File: config.mk
export PLATFORM = sky130hd
export DESIGN_NAME = fir_coeff_loader
export DESIGN_NICKNAME = d
export VERILOG_FILES = /design/src/rtl/fir_coeff_loader.sv
export SDC_FILE = /design/constraint.sdc
export NUM_CORES = 1
export LEC_CHECK = 0
export BUFFER_PORTS_ARGS = -buffer_cell sky130_fd_sc_hd__buf_2
export CORE_UTILIZATION = 52
export CTS_BUF_LIST = sky130_fd_sc_hd__clkbuf_4 sky130_fd_sc_hd__clkbuf_8
export CTS_CLUSTER_DIAMETER = 120
export DETAILED_ROUTE_END_ITERATION = 10
export PLACE_DENSITY_LB_ADDON = 0.12
export SLEW_MARGIN = 10
export SYNTH_ARGS = -nofsm -noshare
export SYNTH_HDL_FRONTEND = slang
export SYNTH_SLANG_ARGS = --single-unit
File: constraint.sdc
create_clock -name clk -period 1.9 [get_ports clk]
set_clock_uncertainty 0.1 [all_clocks]
set_input_delay 0.38 -clock clk [delete_from_list [all_inputs] [get_ports clk]]
set_output_delay 0.38 -clock clk [all_outputs]
set_load 0.02 [all_outputs]
File: src/rtl/fir_coeff_loader.sv
// fir_coeff_loader
//
// Loads a new set of N signed FIR coefficients one beat at a time into a
// shadow register set, then swaps the whole set into packed_coeffs in a
// single clock edge so the downstream filter never sees a half-written set.
//
// Ports
//   clk           : clock, all logic on the rising edge
//   rst           : synchronous, active-high reset
//   start         : begins (or restarts) a load at tap 0
//   coeff_in      : coefficient beat
//   coeff_valid   : coeff_in is valid
//   coeff_ready   : a beat is accepted this cycle when coeff_valid is also high
//   packed_coeffs : active coefficient set, tap t at [COEFF_WIDTH*t +: COEFF_WIDTH]
//   tap_index     : index of the next tap to be written
//   busy          : a load (or its commit) is in progress
//   commit        : one-cycle pulse coincident with a new packed_coeffs value
module fir_coeff_loader #(
    parameter int N           = 4,
    parameter int COEFF_WIDTH = 8,
    parameter logic [N*COEFF_WIDTH-1:0] DEFAULT_COEFFS = (N*COEFF_WIDTH)'(1)
) (
    input  logic                       clk,
    input  logic                       rst,
    input  logic                       start,
    input  logic [COEFF_WIDTH-1:0]     coeff_in,
    input  logic                       coeff_valid,
    output logic                       coeff_ready,
    output logic [N*COEFF_WIDTH-1:0]   packed_coeffs,
    output logic [$clog2(N)-1:0]       tap_index,
    output logic                       busy,
    output logic                       commit
);

    localparam int                 TAP_W    = $clog2(N);
    localparam logic [TAP_W-1:0]   LAST_TAP = TAP_W'(N - 1);

    typedef enum logic [1:0] {
        IDLE   = 2'd0,
        LOAD   = 2'd1,
        COMMIT = 2'd2
    } state_t;

    state_t                     state;
    state_t                     state_next;
    logic                       accept;
    logic                       last_beat;
    logic [N*COEFF_WIDTH-1:0]   shadow;

    // State register
    always_ff @(posedge clk) begin
        if (rst) begin
            state <= IDLE;
        end else begin
            state <= state_next;
        end
    end

    // Next-state and handshake decode. A start pulse in LOAD blocks the beat
    // of that cycle so the restart lands cleanly on tap 0.
    always_comb begin
        state_next  = state;
        coeff_ready = 1'b0;
        busy        = 1'b0;
        accept      = 1'b0;
        last_beat   = 1'b0;
        case (state)
            IDLE: begin
                if (start) begin
                    state_next = LOAD;
                end
            end
            LOAD: begin
                busy        = 1'b1;
                coeff_ready = !start;
                accept      = coeff_valid && !start;
                last_beat   = accept && (tap_index == LAST_TAP);
                if (last_beat) begin
                    state_next = COMMIT;
                end
            end
            COMMIT: begin
                busy       = 1'b1;
                state_next = start ? LOAD : IDLE;
            end
            default: begin
                state_next = IDLE;
            end
        endcase
    end

    // Shadow write, tap counter and atomic swap into the active set
    always_ff @(posedge clk) begin
        if (rst) begin
            tap_index     <= '0;
            shadow        <= DEFAULT_COEFFS;
            packed_coeffs <= DEFAULT_COEFFS;
            commit        <= 1'b0;
        end else begin
            commit <= (state == COMMIT);

            if (state == COMMIT) begin
                packed_coeffs <= shadow;
            end

            if (start) begin
                tap_index <= '0;
            end else if (accept) begin
                tap_index <= last_beat ? '0 : tap_index + TAP_W'(1);
            end

            // Stale entries from an aborted load stay until overwritten.
            if (accept) begin
                shadow[COEFF_WIDTH*int'(tap_index) +: COEFF_WIDTH] <= coeff_in;
            end
        end
    end

endmodule

* Yosys cells after proc, flatten, opt, wreduce, memory -nomap -nowiden *
Index checks and enable logic that the tools add are counted.

word-level totals
  flip-flop bits (word level) = 69
  input bits = 12
  output and inout bits = 37
  word-level logic and storage cells = 31

cells by class
  add/subtract/negate cells = 2
  equality and inequality tests = 5
  shifts and indexed selects = 2
  multiplexer cells = 10
  reductions and logical operators = 7

operators by type and width
  cell                     count
  $neg 5->33               1
  $shift 8x33->32 const A  1
  $shiftx 8x33->32         1
  $bwmux 32                1
  $mux 2                   3
  $pmux 2 s3               1
  $mux 1                   5
  $eq 2x2->1 const B       2
  $ne 2x2->1 const B       2
  $reduce_or 2->1          2
  $add 2x1->2 const B      1
  $eq 2x1->1 const B       1
  $logic_and 1x1->1        2
  $logic_not 2->1          1
  $reduce_and 2->1         1
  $logic_not 1->1          1

* Longest topological paths before layout *
Gate-level depths: netlist of the first run.

  word-level depth = 5
  gate-level depth with buffers = 6
  gate-level depth less buffers = 5

* Worst setup path before layout of the first run *
Ideal clock, no wire load.

  path type = register to register
  start point = register tap_index[0]
  end point = register shadow[0]
  setup time = 0.122 ns
  arrival time = 1.857 ns
  data required time = 1.678 ns
  path slack = -0.179 ns
  cell stages (with the launch flop) = 5
  buffers on the path = 0
  path through = dfxtp_1 -> inv_1 -> ha_1 -> and4bb_2 -> a311o_1

on the way
  cells in the longest elaborated chain, start to end = 3

ends and longest elaborated chain
  element                                              line  text
  start: declaration                                   30    output logic [$clog2(N)-1:0] tap_index,
  start signal: assignment                             109   tap_index <= last_beat ? '0 : tap_index + TAP_W'(1);
  $neg 5->33 *                                         114   shadow[COEFF_WIDTH*int'(tap_index) +: COEFF_WIDTH] <= coeff_in;
  $shiftx 8x33->32 or $shift 8x33->32 (tied branches)  114
  $bwmux 32 *                                          114
  end signal: indexed assignment                       114
  end: declaration                                     48    logic [N*COEFF_WIDTH-1:0] shadow;

Every way passes the cells marked *; elsewhere a longest branch is shown, timed or not.
A chain may end at the register's enable or synchronous reset.

* Worst setup path after layout of the first run *
  start point = register state[1]
  end point = output port coeff_ready

on the way
  cells in the longest elaborated chain, start to end = 2

ends and longest elaborated chain
  element                   line  text
  start: declaration        44    state_t state;
  start signal: assignment  55    state <= state_next;
  $eq 2x1->1                67    case (state)
  $mux 1                    67
  end: declaration          28    output logic coeff_ready,

No other way between the ends.

==> results of run 1 <==
==> cell families after synthesis <==
group | count (synthesis)
flops | 69
simple gates | 64
buf+inv | 53
compound gates | 37
mux | 33
fa+ha+maj | 9
==> state kept, by name, indices dropped and copies added, names as in the netlist <==
signal         flops
packed_coeffs     32
shadow            32
commit             1
state              2
tap_index          2
==> cell type report <==
| class | instances | area (µm²) |
|---|---|---|
| Timing Repair Buffer | 55 | 293 |
| Clock inverter | 2 | 10.0 |
| Sequential cell | 69 | 1380 |
| Fill cell | 456 | 1890 |
| Inverter | 35 | 131 |
| Tap cell | 70 | 87.6 |
| Clock buffer | 13 | 160 |
| Multi-Input combinational cell | 143 | 1150 |
==> worst max-delay path by stage <==
| stage | cells after the start | endpoint |
|---|---|---|
| floorplan | 4 | shadow[0]$_SDFFE_PP1P_ |
| global placement | 5 | shadow[0]$_SDFFE_PP1P_ |
| detailed placement | 5 | shadow[1]$_SDFFE_PP0P_ |
| CTS | 4 | coeff_ready |
| global route | 4 | coeff_ready |
| finish | 4 | coeff_ready |
==> cell usage after synthesis (2+ instances only) <==
cell type,number
nor2b_1,2
and2b_2,2
o32ai_1,31
mux2i_1,32
a21oi_1,3
clkbuf_1,5
dfxtp_1,69
nor2_1,35
buf_6,5
buf_2,6
nand4_4,2
and4b_2,3
nand2b_1,8
inv_1,35
ha_1,9
buf_1,2
nand2_1,2
and4b_1,2
nor3_1,3
==> routing by layer <==
metal	global-route usage	vias to the layer above	routed length [µm]	share of wire
met5	0	-	0	0
met1	0.273	962	2510	0.48
met2	0.308	40	2400	0.46
li1	-	1016	-	-
met4	0.107	0	95	0.018
met3	0.0442	9	195	0.038
==> worst max-delay path: stages (launching register included) <==
cell and delay (ns):
dfxtp_2 0.33, inv_1 0.09, ha_2 0.26, and2b_2 0.16, buf_2 0.15
==> power groups by stage <==
stage               clock network (W)  registers (W)  logic [W]
global route                  0.00113        0.00148   0.000272
floorplan                           0        0.00152   0.000181
finish                        0.00103        0.00148   0.000245
detailed placement                  0        0.00151   0.000241
CTS                           0.00105        0.00148   0.000244
global placement                    0        0.00151   0.000240
==> through the flow <==
stage | instances | area (µm²) | total power (W) | utilization | setup WS, ns
3_3_place_gp | 372 | 3040 | 0.00175 | 0.596 | 0.193
3_5_place_dp | 372 | 3040 | 0.00175 | 0.596 | 0.145
4_1_cts | 387 | 3220 | 0.00278 | 0.630 | 0.0607
5_1_grt | 387 | 3220 | 0.00288 | 0.630 | 0.0119
6_report | 387 | 3220 | 0.00275 | 0.630 | 0.105
2_1_floorplan | 265 | 2770 | 0.00170 | - | 0.0266
==> flow_summary_export.csv, run 1 <==
group,metric,value,unit
floorplan,die_area,5630,µm²
drt,drt_iter0_markers,84,
setup_path,cp_max_fo,9,
synthesis,synth_ff_type,"dfxtp_1",
power_and_ir_drop,leakage,1.29,nW
cts,post_cts_buffers,0,
drt,routed_wl,5.20,mm
timing,rsz0062_at_grt,"no",
cts,cts_buffers,9,
layout,final_common_cell,"dfxtp_1",
floorplan,rows,26,
synthesis,synth_xor_area_frac,0,
global_routing,first_global_vias,1709,
synthesis,postSynthCellCount,265,
power_and_ir_drop,power_switching_share,0.236,
synthesis,synth.area.mux_share,0.120,
global_routing,grt_pass1_wl,8.18,mm
cts,cts-root-buf,"clkbuf_8",
synthesis,synth_compound_area_frac,0.113,
layout,final_cell_mix,"dfxtp_1, buf_2, inv_1, nor2_1, mux2i_1",
power_and_ir_drop,p_seq_frac,0.538,
global_routing,grt_start_max_net_pins,31,
synthesis,synth_warnings,0,
timing,drv_slew,0,
cts,cts.sinks,69,
cts,clk_pin_slew,0.07,ns
global_routing,grt_overflow_total,0,
cts,htree_levels,3,
layout,nNetsFinal,334,
layout,diodes,0,
floorplan,dieHeight,75.0,µm
min_path,hp-class,"input pin to flip-flop",
min_path,holdPathEnd,"shadow[0]$_SDFFE_PP1P_",
timing,max_slew_margin,0.680,
cts,cts_tree,"built",
setup_path,reg2reg_slack,0.17,ns
min_path,min_path_cells,2,
drt,vias,2027,
cts,hold_buffers,0,
setup_path,critPathArrivalTime,1.32,ns
timing,max_freq,557,MHz
timing,setup_viol,0,
synthesis,syn-cell-area,2770,µm²
power_and_ir_drop,pwr-share-clk,0.373,
min_path,min-delay-start,"coeff_in[0]",
timing,finalCritPeriodShare,0.945,
power_and_ir_drop,p_switching,0.000649,W
timing,hold_violations,0,
floorplan,pin_count,49,
synthesis,seq_area_frac_synth,0.498,
floorplan,die_w,75.0,µm
timing,worst_pin_slew,0.480,ns
synthesis,synth_adder_area_share,0.0406,
synthesis,synthTopCellsByArea,"dfxtp_1, mux2i_1, o32ai_1, inv_1, nor2_1",
drt,wl_per_cell,13.4,µm
floorplan,fp.coreArea,5110,µm²
drt,first_pass_iters,4,
cts,clock_latency,0.33,ns
power_and_ir_drop,p_per_area,856,nW/µm²
place,gp_congestion,0.764,
place,portBuffers,48,
power_and_ir_drop,vdd_drop_max,0.392,mV
synthesis,yosysUniqueCellTypes,28,
synthesis,synth_top_family_by_area,"simple AND/OR/NAND/NOR gates",
floorplan,start_util,0.543,
setup_path,cp-start-kind,"flip-flop",
timing,whs,0.221,ns
run_status,outcome,"finished clean",
setup_path,crit_required,1.42,ns
global_routing,grt_use_total,0.204,
layout,layout-area-overhead-vs-synth,16.1,%
drt,route.detailed.drc,0,
cts,cts.path.max_buffers,2,
setup_path,regToRegStartpoint,"state[1]$_SDFFE_PP0P_",
timing,setup_tns,0,ns
setup_path,timing.rr.end,"shadow[1]$_SDFFE_PP0P_",
synthesis,synth-edff-count,0,
job,maxCapViolations,0,
timing,period_needed,1.80,ns
synthesis,ys_ff_latch,69,
synthesis,yosysTopAreaCellShare,0.498,
synthesis,synth-async-reset-ratio,0,
setup_path,critPathCaptureType,"primary output",
drt,routed_via_density,5.24,
synthesis,synth_largest_area_cell,"dfxtp_1",
synthesis,synth.avg_cell_area,10.5,µm²
drt,ant_nets,0,
power_and_ir_drop,p_int,0.00211,W
layout,drive_above_1_share,0.271,
global_routing,antenna_found_initial,0,
setup_path,reg2regPathDepth,5,
setup_path,critPathKind,"flip-flop to primary output",
setup_path,setup.worst_path.start,"state[1]$_SDFFE_PP0P_",
place,dpl.hpwl,3.51,mm
synthesis,syn_nets,286,
power_and_ir_drop,power_frac_comb,0.089,
synthesis,yosys.area_share.simple,0.140,
cts,post_cts_resized,1,
(Power assumes the default switching activity.)
==> inputs of run 2 (changes only) <==
--- a/config.mk
+++ b/config.mk
@@ -8,4 +8,3 @@
 export BUFFER_PORTS_ARGS = -buffer_cell sky130_fd_sc_hd__buf_2
-export CORE_UTILIZATION = 52
-export CTS_BUF_LIST = sky130_fd_sc_hd__clkbuf_4 sky130_fd_sc_hd__clkbuf_8
+export CORE_UTILIZATION = 49
 export CTS_CLUSTER_DIAMETER = 120
==> constraint.sdc (replaced) <==
create_clock -name clk -period 1.9 [get_ports clk]
set_clock_uncertainty 0.1 [all_clocks]
set_input_delay 0.285 -clock clk [delete_from_list [all_inputs] [get_ports clk]]
set_output_delay 0.285 -clock clk [all_outputs]
set_load 0.02 [all_outputs]
==> flow_summary_export.csv, run 2 (synthesis gave the netlist of run 1 again) <==
group,metric,value,unit
power_and_ir_drop,p_int,0.00237,W
layout,final_cell_mix,"dfxtp_1, buf_2, inv_1, nor2_1, mux2i_1",
floorplan,pin_count,49,
global_routing,grt_util_met1,0.249,
setup_path,cp-start-kind,"flip-flop",
power_and_ir_drop,fin_total_pwr,0.00305,W
layout,finalInstanceArea,3290,µm²
drt,first_pass_iters,4,
layout,final_core_util,0.601,
cts,cts.sinks,69,
drt,drt_iter0_markers,84,
power_and_ir_drop,leakage,1.31,nW
timing,drv_slew,0,
power_and_ir_drop,power_switching_share,0.222,
timing,max_freq,574,MHz
place,dpl.cell_count,374,
setup_path,reg2regPathDepth,5,
drt,routed_via_density,5.09,
setup_path,critPathSlowestCell,"dfxtp_1",
drt,wl_per_cell,13.8,µm
global_routing,use_met2,0.314,
power_and_ir_drop,p_seq_frac,0.487,
timing,worst_pin_slew,0.346,ns
setup_path,crit_path_end,"coeff_ready",
timing,setup_viol,0,
setup_path,crit_required,1.51,ns
setup_path,slowest_delay,0.36,ns
min_path,hp-class,"input pin to flip-flop",
setup_path,regToRegStartpoint,"tap_index[0]$_SDFFE_PP0P_",
floorplan,start_util,0.506,
cts,hold_buffers,0,
cts,post_cts_buffers,0,
global_routing,grt_pass1_wl,8.92,mm
setup_path,cp_max_fo,9,
cts,cts_tree,"built",
global_routing,grt_use_total,0.197,
layout,reg_top3,"packed_coeffs (32), shadow (32)",
global_routing,use_met3,0.0405,
place,gp_congestion,0.749,
job,maxCapViolations,0,
cts,cts.path.max_buffers,2,
drt,routed_wl,5.39,mm
timing,max_slew_margin,0.769,
setup_path,critPathKind,"flip-flop to primary output",
timing,setup_tns,0,ns
timing,hold_violations,0,
setup_path,setup.worst_path.start,"state[1]$_SDFFE_PP0P_",
setup_path,critPathCaptureType,"primary output",
floorplan,die_w,77.2,µm
setup_path,reg2reg_slack,0.24,ns
drt,vias,1986,
run_status,outcome,"finished clean",
global_routing,antenna_found_initial,0,
cts,htree_levels,3,
cts,post_cts_resized,0,
floorplan,fp.coreArea,5470,µm²
cts,clock_latency,0.33,ns
setup_path,crit_chain,"inv_1, ha_2, and2b_2, buf_2",
cts,clk_pin_slew,0.07,ns
place,portBuffers,48,
setup_path,timing.rr.end,"shadow[0]$_SDFFE_PP1P_",
power_and_ir_drop,power_frac_comb,0.082,
drt,ant_nets,0,
layout,final_cells,390,
global_routing,grt_busiest_layer,"met2",
power_and_ir_drop,pwr-share-clk,0.432,
cts,cts_buffers,9,
place,place_area,3060,µm²
cts,cts-root-buf,"clkbuf_8",
floorplan,dieHeight,77.2,µm
place,dpl.hpwl,3.64,mm
layout,drive_above_1_share,0.270,
global_routing,grt_overflow_total,0,
power_and_ir_drop,p_per_area,927,nW/µm²
floorplan,rows,27,
global_routing,first_global_vias,1854,
drt,route.detailed.drc,0,
layout,diodes,0,
layout,final_common_cell,"dfxtp_1",
timing,period_needed,1.74,ns
power_and_ir_drop,p_switching,0.000676,W
setup_path,critPathArrivalTime,1.36,ns
global_routing,grt_start_max_net_pins,35,
layout,layout-area-overhead-vs-synth,18.6,%
timing,rsz0062_at_grt,"no",
floorplan,die_area,5960,µm²
timing,finalCritPeriodShare,0.918,
power_and_ir_drop,vdd_drop_max,0.636,mV
layout,nNetsFinal,334,
[run 2: power by group through the flow]
stage / sequential, W / clock (W) / combinational [W]
after global placement: 0.00151 / 0 / 0.000241
after detailed placement: 0.00151 / 0 / 0.000244
after global routing: 0.00148 / 0.00142 / 0.000275
final: 0.00148 / 0.00132 / 0.000249
after CTS: 0.00148 / 0.00134 / 0.000247
after floorplan: 0.00152 / 0 / 0.000181
[run 2: worst min-delay path by stage]
stage                                       from                            end  slack (ns)  cells past startpoint
after detailed placement  shadow[9]$_SDFFE_PP0P_         shadow[9]$_SDFFE_PP0P_        0.37                      2
final                                coeff_in[0]         shadow[0]$_SDFFE_PP1P_        0.13                      2
after global routing                       start      tap_index[0]$_SDFFE_PP0P_        0.13                      2
after floorplan           shadow[0]$_SDFFE_PP1P_  packed_coeffs[0]$_SDFFE_PP1N_        0.33                      1
after CTS                            coeff_in[0]         shadow[0]$_SDFFE_PP1P_        0.12                      2
after global placement    shadow[9]$_SDFFE_PP0P_         shadow[9]$_SDFFE_PP0P_        0.37                      2
[run 2: metal layers]
metal / vias to the layer above / part of all wire
met5: - / 0
met4: 0 / 0.013
met3: 7 / 0.038
met2: 42 / 0.46
met1: 921 / 0.49
li1: 1016 / -
[run 2: through the flow]
| stage | setup WS [ns] | hold slack, ns |
|---|---|---|
| floorplan | 0.0266 | 0.327 |
| global placement | 0.180 | 0.365 |
| detailed placement | 0.148 | 0.371 |
| CTS | 0.0727 | 0.115 |
| global route | 0.0954 | 0.130 |
| finish | 0.156 | 0.129 |
[run 2: cell type report]
class	instances	area (µm²)
Sequential cell	69	1380
Tap cell	72	90.1
Multi-Input combinational cell	143	1150
Clock inverter	4	70.1
Fill cell	504	2190
Clock buffer	12	155
Inverter	35	131
Timing Repair Buffer	55	305
[run 2: worst max-delay path: cells and delay by family (launching register included)]
family | cells | cell delay [ns]
AND/OR/NAND/NOR | 1 | 0.21
adder cells (fa/ha/maj) | 1 | 0.23
buffers and inverters | 2 | 0.24
flip-flops | 1 | 0.36
